**config.mk**
```make
export PLATFORM = sky130hd
export DESIGN_NAME = c2hdl_bus_arbiter
export DESIGN_NICKNAME = d
export VERILOG_FILES = /design/src/rtl/c2hdl_bus_pkg.sv /design/src/rtl/c2hdl_bus_arbiter_rr_pick.sv /design/src/rtl/c2hdl_bus_arbiter.sv
export SDC_FILE = /design/constraint.sdc
export NUM_CORES = 1
export LEC_CHECK = 0
export CAP_MARGIN = 20
export CORE_ASPECT_RATIO = 2
export CORE_MARGIN = 10
export CORE_UTILIZATION = 42
export DETAILED_ROUTE_END_ITERATION = 10
export PLACE_DENSITY = 0.83
export SLEW_MARGIN = 20
export SYNTH_ARGS = -nofsm -noshare
export SYNTH_HDL_FRONTEND = slang
export SYNTH_SLANG_ARGS = --single-unit
export TNS_END_PERCENT = 50
```
**constraint.sdc**
```tcl
create_clock -name clk -period 3.4 [get_ports clk]
set_input_delay 0.34 -clock clk [delete_from_list [all_inputs] [get_ports clk]]
set_output_delay 0.34 -clock clk [all_outputs]
set_load 0.03 [all_outputs]
```
**src/rtl/c2hdl_bus_pkg.sv**
```systemverilog
// c2hdl_bus_pkg: shared FSM states, access-size codes and abort read data for the bus arbiter
package c2hdl_bus_pkg;

    typedef enum logic [1:0] {
        ST_IDLE,
        ST_ISSUE,
        ST_ACK,
        ST_HOLD
    } state_e;

    localparam logic [2:0] SIZE_B = 3'd0;
    localparam logic [2:0] SIZE_H = 3'd1;
    localparam logic [2:0] SIZE_W = 3'd2;

    localparam logic [31:0] DEF_ERR_RDATA = 32'hDEADBEEF;

endpackage

```
**src/rtl/c2hdl_bus_arbiter_rr_pick.sv**
```systemverilog
// c2hdl_rr_pick: combinational round-robin picker, search starts one past the last grant and wraps
module c2hdl_rr_pick import c2hdl_bus_pkg::*; #(
    parameter int N  = 2,
    parameter int IW = $clog2(N)
) (
    input  logic [N-1:0]  req_i,
    input  logic [IW-1:0] last_i,
    output logic          any_o,
    output logic [IW-1:0] idx_o
);

    logic [IW-1:0] c;

    // walk from the lowest to the highest priority offset so the nearest requester after last wins
    always_comb begin
        any_o = |req_i;
        idx_o = '0;
        c     = '0;
        for (int k = N; k >= 1; k--) begin
            c = IW'((int'(last_i) + k) % N);
            if (req_i[c]) idx_o = c;
        end
    end

endmodule

```
**src/rtl/c2hdl_bus_arbiter.sv**
```systemverilog
// c2hdl_bus_arbiter: round-robin share of one pulse-acknowledged memory port among N c2hdl cores
module c2hdl_bus_arbiter import c2hdl_bus_pkg::*; #(
    parameter int             N         = 2,
    parameter int             DW        = 32,
    parameter int             TIMEOUT   = 255,
    parameter logic [DW-1:0]  ERR_RDATA = DW'(DEF_ERR_RDATA)
) (
    input  logic                  clk,
    input  logic                  rstb,
    input  logic [N*DW-1:0]       req_addr_i,
    input  logic [N*3-1:0]        req_size_i,
    input  logic [N-1:0]          req_valid_i,
    input  logic [N-1:0]          req_write_i,
    input  logic [N*DW-1:0]       req_wdata_i,
    output logic [N-1:0]          req_ready_o,
    output logic [DW-1:0]         req_rdata_o,
    output logic [DW-1:0]         mem_addr_o,
    output logic [2:0]            mem_size_o,
    output logic                  mem_write_o,
    output logic [DW-1:0]         mem_wdata_o,
    output logic                  mem_valid_o,
    input  logic [DW-1:0]         mem_rdata_i,
    input  logic                  mem_ready_i,
    output logic [$clog2(N)-1:0]  gnt_id_o,
    output logic                  busy_o,
    output logic                  err_o,
    output logic [$clog2(N)-1:0]  err_id_o,
    input  logic                  err_clr_i
);

    localparam int             IW = $clog2(N);
    localparam logic [15:0]    TO = 16'(TIMEOUT);

    state_e          state_q, state_d;
    logic [DW-1:0]   addr_q, addr_d;
    logic [DW-1:0]   wdata_q, wdata_d;
    logic [DW-1:0]   rdata_q, rdata_d;
    logic [2:0]      size_q, size_d;
    logic            write_q, write_d;
    logic            valid_q, valid_d;
    logic            busy_q, busy_d;
    logic            err_q, err_d;
    logic [N-1:0]    ready_q, ready_d;
    logic [N-1:0]    gnt_oh;
    logic [IW-1:0]   gnt_q, gnt_d;
    logic [IW-1:0]   last_q, last_d;
    logic [IW-1:0]   err_id_q, err_id_d;
    logic [IW-1:0]   pick_idx;
    logic            pick_any;
    logic [15:0]     cnt_q, cnt_d;
    logic            tmo;

    c2hdl_rr_pick #(.N(N)) u_pick (
        .req_i  (req_valid_i),
        .last_i (last_q),
        .any_o  (pick_any),
        .idx_o  (pick_idx)
    );

    assign gnt_oh = N'(1) << gnt_q;

    // next-state: grant in IDLE, wait for the memory pulse or the timeout in ISSUE, shape ready in ACK/HOLD
    always_comb begin
        state_d  = state_q;
        addr_d   = addr_q;
        size_d   = size_q;
        write_d  = write_q;
        wdata_d  = wdata_q;
        valid_d  = valid_q;
        rdata_d  = rdata_q;
        gnt_d    = gnt_q;
        last_d   = last_q;
        cnt_d    = cnt_q;
        ready_d  = '0;
        tmo      = 1'b0;
        case (state_q)
            ST_IDLE: begin
                if (pick_any) begin
                    state_d = ST_ISSUE;
                    addr_d  = req_addr_i[int'(pick_idx)*DW +: DW];
                    size_d  = req_size_i[int'(pick_idx)*3 +: 3];
                    write_d = req_write_i[pick_idx];
                    wdata_d = req_wdata_i[int'(pick_idx)*DW +: DW];
                    valid_d = 1'b1;
                    gnt_d   = pick_idx;
                    last_d  = pick_idx;
                    cnt_d   = '0;
                end
            end
            ST_ISSUE: begin
                if (mem_ready_i) begin
                    state_d = ST_ACK;
                    valid_d = 1'b0;
                    ready_d = gnt_oh;
                    rdata_d = write_q ? rdata_q : mem_rdata_i;
                end else if (cnt_q + 16'd1 == TO) begin
                    state_d = ST_ACK;
                    valid_d = 1'b0;
                    ready_d = gnt_oh;
                    rdata_d = write_q ? rdata_q : ERR_RDATA;
                    tmo     = 1'b1;
                end else begin
                    cnt_d = cnt_q + 16'd1;
                end
            end
            ST_ACK: begin
                state_d = write_q ? ST_IDLE : ST_HOLD;
                ready_d = write_q ? '0 : gnt_oh;
            end
            ST_HOLD: state_d = ST_IDLE;
            default: state_d = ST_IDLE;
        endcase
        err_d    = tmo | (err_q & ~err_clr_i);
        err_id_d = (tmo && (!err_q || err_clr_i)) ? gnt_q : err_id_q;
        busy_d   = state_d != ST_IDLE;
    end

    // state and output registers; reset drops everything back to an idle, error-free port
    always_ff @(posedge clk or negedge rstb) begin
        if (!rstb) begin
            state_q  <= ST_IDLE;
            addr_q   <= '0;
            size_q   <= '0;
            write_q  <= 1'b0;
            wdata_q  <= '0;
            valid_q  <= 1'b0;
            rdata_q  <= '0;
            ready_q  <= '0;
            gnt_q    <= '0;
            last_q   <= IW'(N - 1);
            cnt_q    <= '0;
            busy_q   <= 1'b0;
            err_q    <= 1'b0;
            err_id_q <= '0;
        end else begin
            state_q  <= state_d;
            addr_q   <= addr_d;
            size_q   <= size_d;
            write_q  <= write_d;
            wdata_q  <= wdata_d;
            valid_q  <= valid_d;
            rdata_q  <= rdata_d;
            ready_q  <= ready_d;
            gnt_q    <= gnt_d;
            last_q   <= last_d;
            cnt_q    <= cnt_d;
            busy_q   <= busy_d;
            err_q    <= err_d;
            err_id_q <= err_id_d;
        end
    end

    assign req_ready_o = ready_q;
    assign req_rdata_o = rdata_q;
    assign mem_addr_o  = addr_q;
    assign mem_size_o  = size_q;
    assign mem_write_o = write_q;
    assign mem_wdata_o = wdata_q;
    assign mem_valid_o = valid_q;
    assign gnt_id_o    = gnt_q;
    assign busy_o      = busy_q;
    assign err_o       = err_q;
    assign err_id_o    = err_id_q;

endmodule

```
==> results.py <==
metrics = {
    "global_route": {
        "grt_max_degree": 86,
        "grt-ovfl-total": 0,
        "grt_pass1_vias": 6168,
        "grt.busiest_layer": "met2",
        "grtUsageTotal_pct": 21.0,
        "use_met2_pct": 37.7,
        "use_met3_pct": 7.96,
        "grt_use_met1_pct": 20.2,
        "grt_pass1_wl_um": 33100,
        "antenna_found_initial": 0,
    },
    "yosys": {
        "netlist_instances": 565,
        "synth.avg_cell_area_sq_um": 10.6,
        "synth.net_count": 744,
        "yosys_warnings": 0,
        "syn-cell-area_sq_mm": 0.00599,
        "synthDistinctLibCells": 61,
        "synth_seq_area_share_pct": 52.6,
        "synth_edf_count": 0,
        "async_reset_ff_share_pct": 100,
        "ys.flop_type": "dfrtp_1",
        "synth_seq_cells": 126,
    },
    "worst_hold_path": {
        "hold_path.class": "input port to asynchronous set/reset pin",
    },
    "setup_path": {
        "critPathMaxFanout": 24,
        "start_kind": "register",
        "r2r_start": "cnt_q[0]$_DFFE_PN0P_",
        "cp_data_arrival_time_ps": 3120,
        "critPathKind": "register to register",
        "cpPeakStageDelay_ps": 460,
        "worstSetupStartpoint": "cnt_q[0]$_DFFE_PN0P_",
        "worstPathRequired_ps": 3730,
        "critPathCaptureType": "register",
        "path_cells": "ha_1, nand2_4, nor4_4, or4_1, a221o_1, o21ai_4, and2_4, o22a_1",
        "slowest_stage": "dfrtp_1",
    },
    "place": {
        "hpwl_um": 16700,
        "gp_congestion": 0.998,
        "port_buffers": 280,
        "place_ws_ps": 639,
    },
    "sta": {
        "period_share_pct": 82.0,
        "worst_slack_ps": 612,
        "fmax_mhz": 359,
        "hold_viol": 5,
        "whs_ps": -6.25,
        "fin_skew_ps": 12.5,
        "rsz0062_at_grt": "false",
        "drv_slew": 0,
        "tns_ps": 0,
        "slew_headroom_pct": 39.0,
        "tightest_slew_ps": 913,
        "period_minus_slack_ps": 2790,
        "setup_viol": 0,
    },
    "routing": {
        "vias_per_cell": 5.35,
        "vias": 5567,
        "remaining_drc_errors": 0,
        "drtIter0Drc": 229,
        "wl_per_cell_um": 20.3,
        "wl_um": 21200,
        "dr.pass1.iters": 5,
        "ant_nets": 0,
    },
    "cts": {
        "cts_resized": 0,
        "clock_path_buffers": 2,
        "cts_hold_buffers": 0,
        "cts_buffers": 17,
        "cts_max_level": 4,
        "clk_pin_slew_ps": 60,
        "cts_setup_buffers": 0,
        "cts_tree": "built",
        "clkSinkCount": 126,
        "clock-root-buffer": "clkbuf_16",
        "clk_latency_ps": 410,
    },
    "run_status": {
        "outcome": "finished, violations left",
        "violations": "hold timing",
    },
    "power_and_ir_drop": {
        "p_total_w": 0.00873,
        "ir_drop_mv": 0.460,
        "p_leak_nw": 4.08,
        "power_density_mw_per_mm2": 911,
    },
    "job": {
        "drv_cap": 0,
    },
    "floorplan": {
        "top_level_ports": 281,
        "coreArea_sq_mm": 0.0140,
        "die_w_um": 104,
        "start_util_pct": 42.9,
        "die_area_sq_mm": 0.0197,
        "die_y_um": 189,
        "num_rows": 61,
    },
    "layout": {
        "fillCellCount": 1058,
        "drive_above_1_share_pct": 7.29,
        "nNetsFinal": 1017,
        "syn_to_final_growth_pct": 59.9,
    },
}
==> per-stage QoR <==
step / cells / cell area (sq um) / util (%) / hold WS (ps)
finish: 1041 / 9590 / 68.6 / -6.25
global route: 1040 / 9590 / 68.6 / 42.5
CTS: 1040 / 9590 / 68.6 / 20.8
detailed placement: 1008 / 8970 / 64.3 / 453
global placement: 1008 / 8970 / 64.3 / 442
floorplan: 565 / 5990 / - / 44.4
==> layer usage <==
metal	routed length (um)	share of wire [%]
met3	1670	7.9
met1	7220	34
met2	11400	54
met4	880	4.2
met5	0	0
==> cells in the final DEF (no fill, tap or decap), drive strengths merged, types with 6 or more instances in the layout <==
cell type and instances:
clkdlybuf4s50 279, dfrtp 125, nand2 101, o21ai 76
mux2i 68, o22a 24, clkbuf 18, buf 16
nor3 13, nand3 11, inv 11, a22o 9
o31ai 6, a31oi 6, clkinv 6
==> power breakdown <==
part           internal, W  switching [W]  leakage [nW]
Combinational      0.00176        0.00254          2.23
Sequential         0.00215       0.000396          1.55
Clock              0.00117       0.000720         0.296
==> flip-flops by register name, indices dropped and copies added, names as in the netlist <==
signal / cells
req_rdata_o: 32
req_ready_o: 2
mem_valid_o: 1
state_q: 2
mem_write_o: 1
gnt_id_o: 1
mem_wdata_o: 32
mem_size_o: 3
cnt_q: 16
mem_addr_o: 32
err_id_o: 1
busy_o: 1
err_o: 1
last_q: 1
==> cells by family after synthesis <==
| group | synth area share [%] |
|---|---|
| simple gates | 13.4 |
| compound gates | 17.2 |
| flops | 52.6 |
| mux | 11.5 |
| buf+inv | 4.05 |
| fa+ha+maj | 1.04 |
| xor+xnor | 0.146 |
==> area by class of cell <==
type	instances	area, sq um	share of cell area, %
flip-flops and latches	126	3150	32.9
repair buffers	295	2940	30.6
multi-input cells	391	2620	27.3
clock buffers	18	429	4.48
well taps	189	236	2.47
clock inverters	14	181	1.89
inverters	7	26.3	0.274
diodes	1	2.50	0.0261
==> worst max-delay path, delay by kind of cell, from the launching register on <==
family | cells | cell delay (ps)
AO/OA/AOI/OAI | 3 | 920
adder cells (fa/ha/maj) | 1 | 330
flip-flops | 1 | 460
AND/OR/NAND/NOR | 4 | 1020
==> Yosys cell counts (2+ instances only) <==
master    number  area (sq um)
o21ai_0       74           370
ha_1           5          62.6
dfrtp_1      125          3130
nand4_1        4          25.0
a31oi_1        6          37.5
nor2b_1        4          25.0
nand3_4        2          35.0
nor3_1        13          65.1
o31ai_1        6          45.0
buf_1          7          26.3
a21o_1         5          37.5
or4_1          4          30.0
a22o_1         9          78.8
inv_1          7          26.3
and3_1         2          12.5
nor2_1         5          18.8
clkbuf_1      25          93.8
nor3b_1        2          15.0
o311ai_0       5          43.8
and2_1         3          18.8
nand2b_1       2          12.5
nand2_1      100           375
buf_2          2          10.0
buf_6          3          33.8
a211o_1        2          17.5
nand3_1        9          45.0
nand4b_1       3          26.3
o22a_1        24           210
buf_8          3          45.0
o211ai_1       2          15.0
a21oi_1        5          25.0
mux2i_1       68           681
==> worst paths after layout <==
kind | slack [ps] | to | cells past startpoint
max | 610 | req_rdata_o[15]$_DFFE_PN0P_ | 8
min | -6 | cnt_q[11]$_DFFE_PN0P_ | 1
max reg2reg | 610 | req_rdata_o[15]$_DFFE_PN0P_ | 8
min reg2reg | 480 | mem_wdata_o[11]$_DFFE_PN0P_ | 2
max in group asynchronous | 2560 | last_q$_DFFE_PN1P_ | 2
min in group clk | 480 | mem_wdata_o[11]$_DFFE_PN0P_ | 2
No activity file was read; power rests on OpenSTA's default activity.
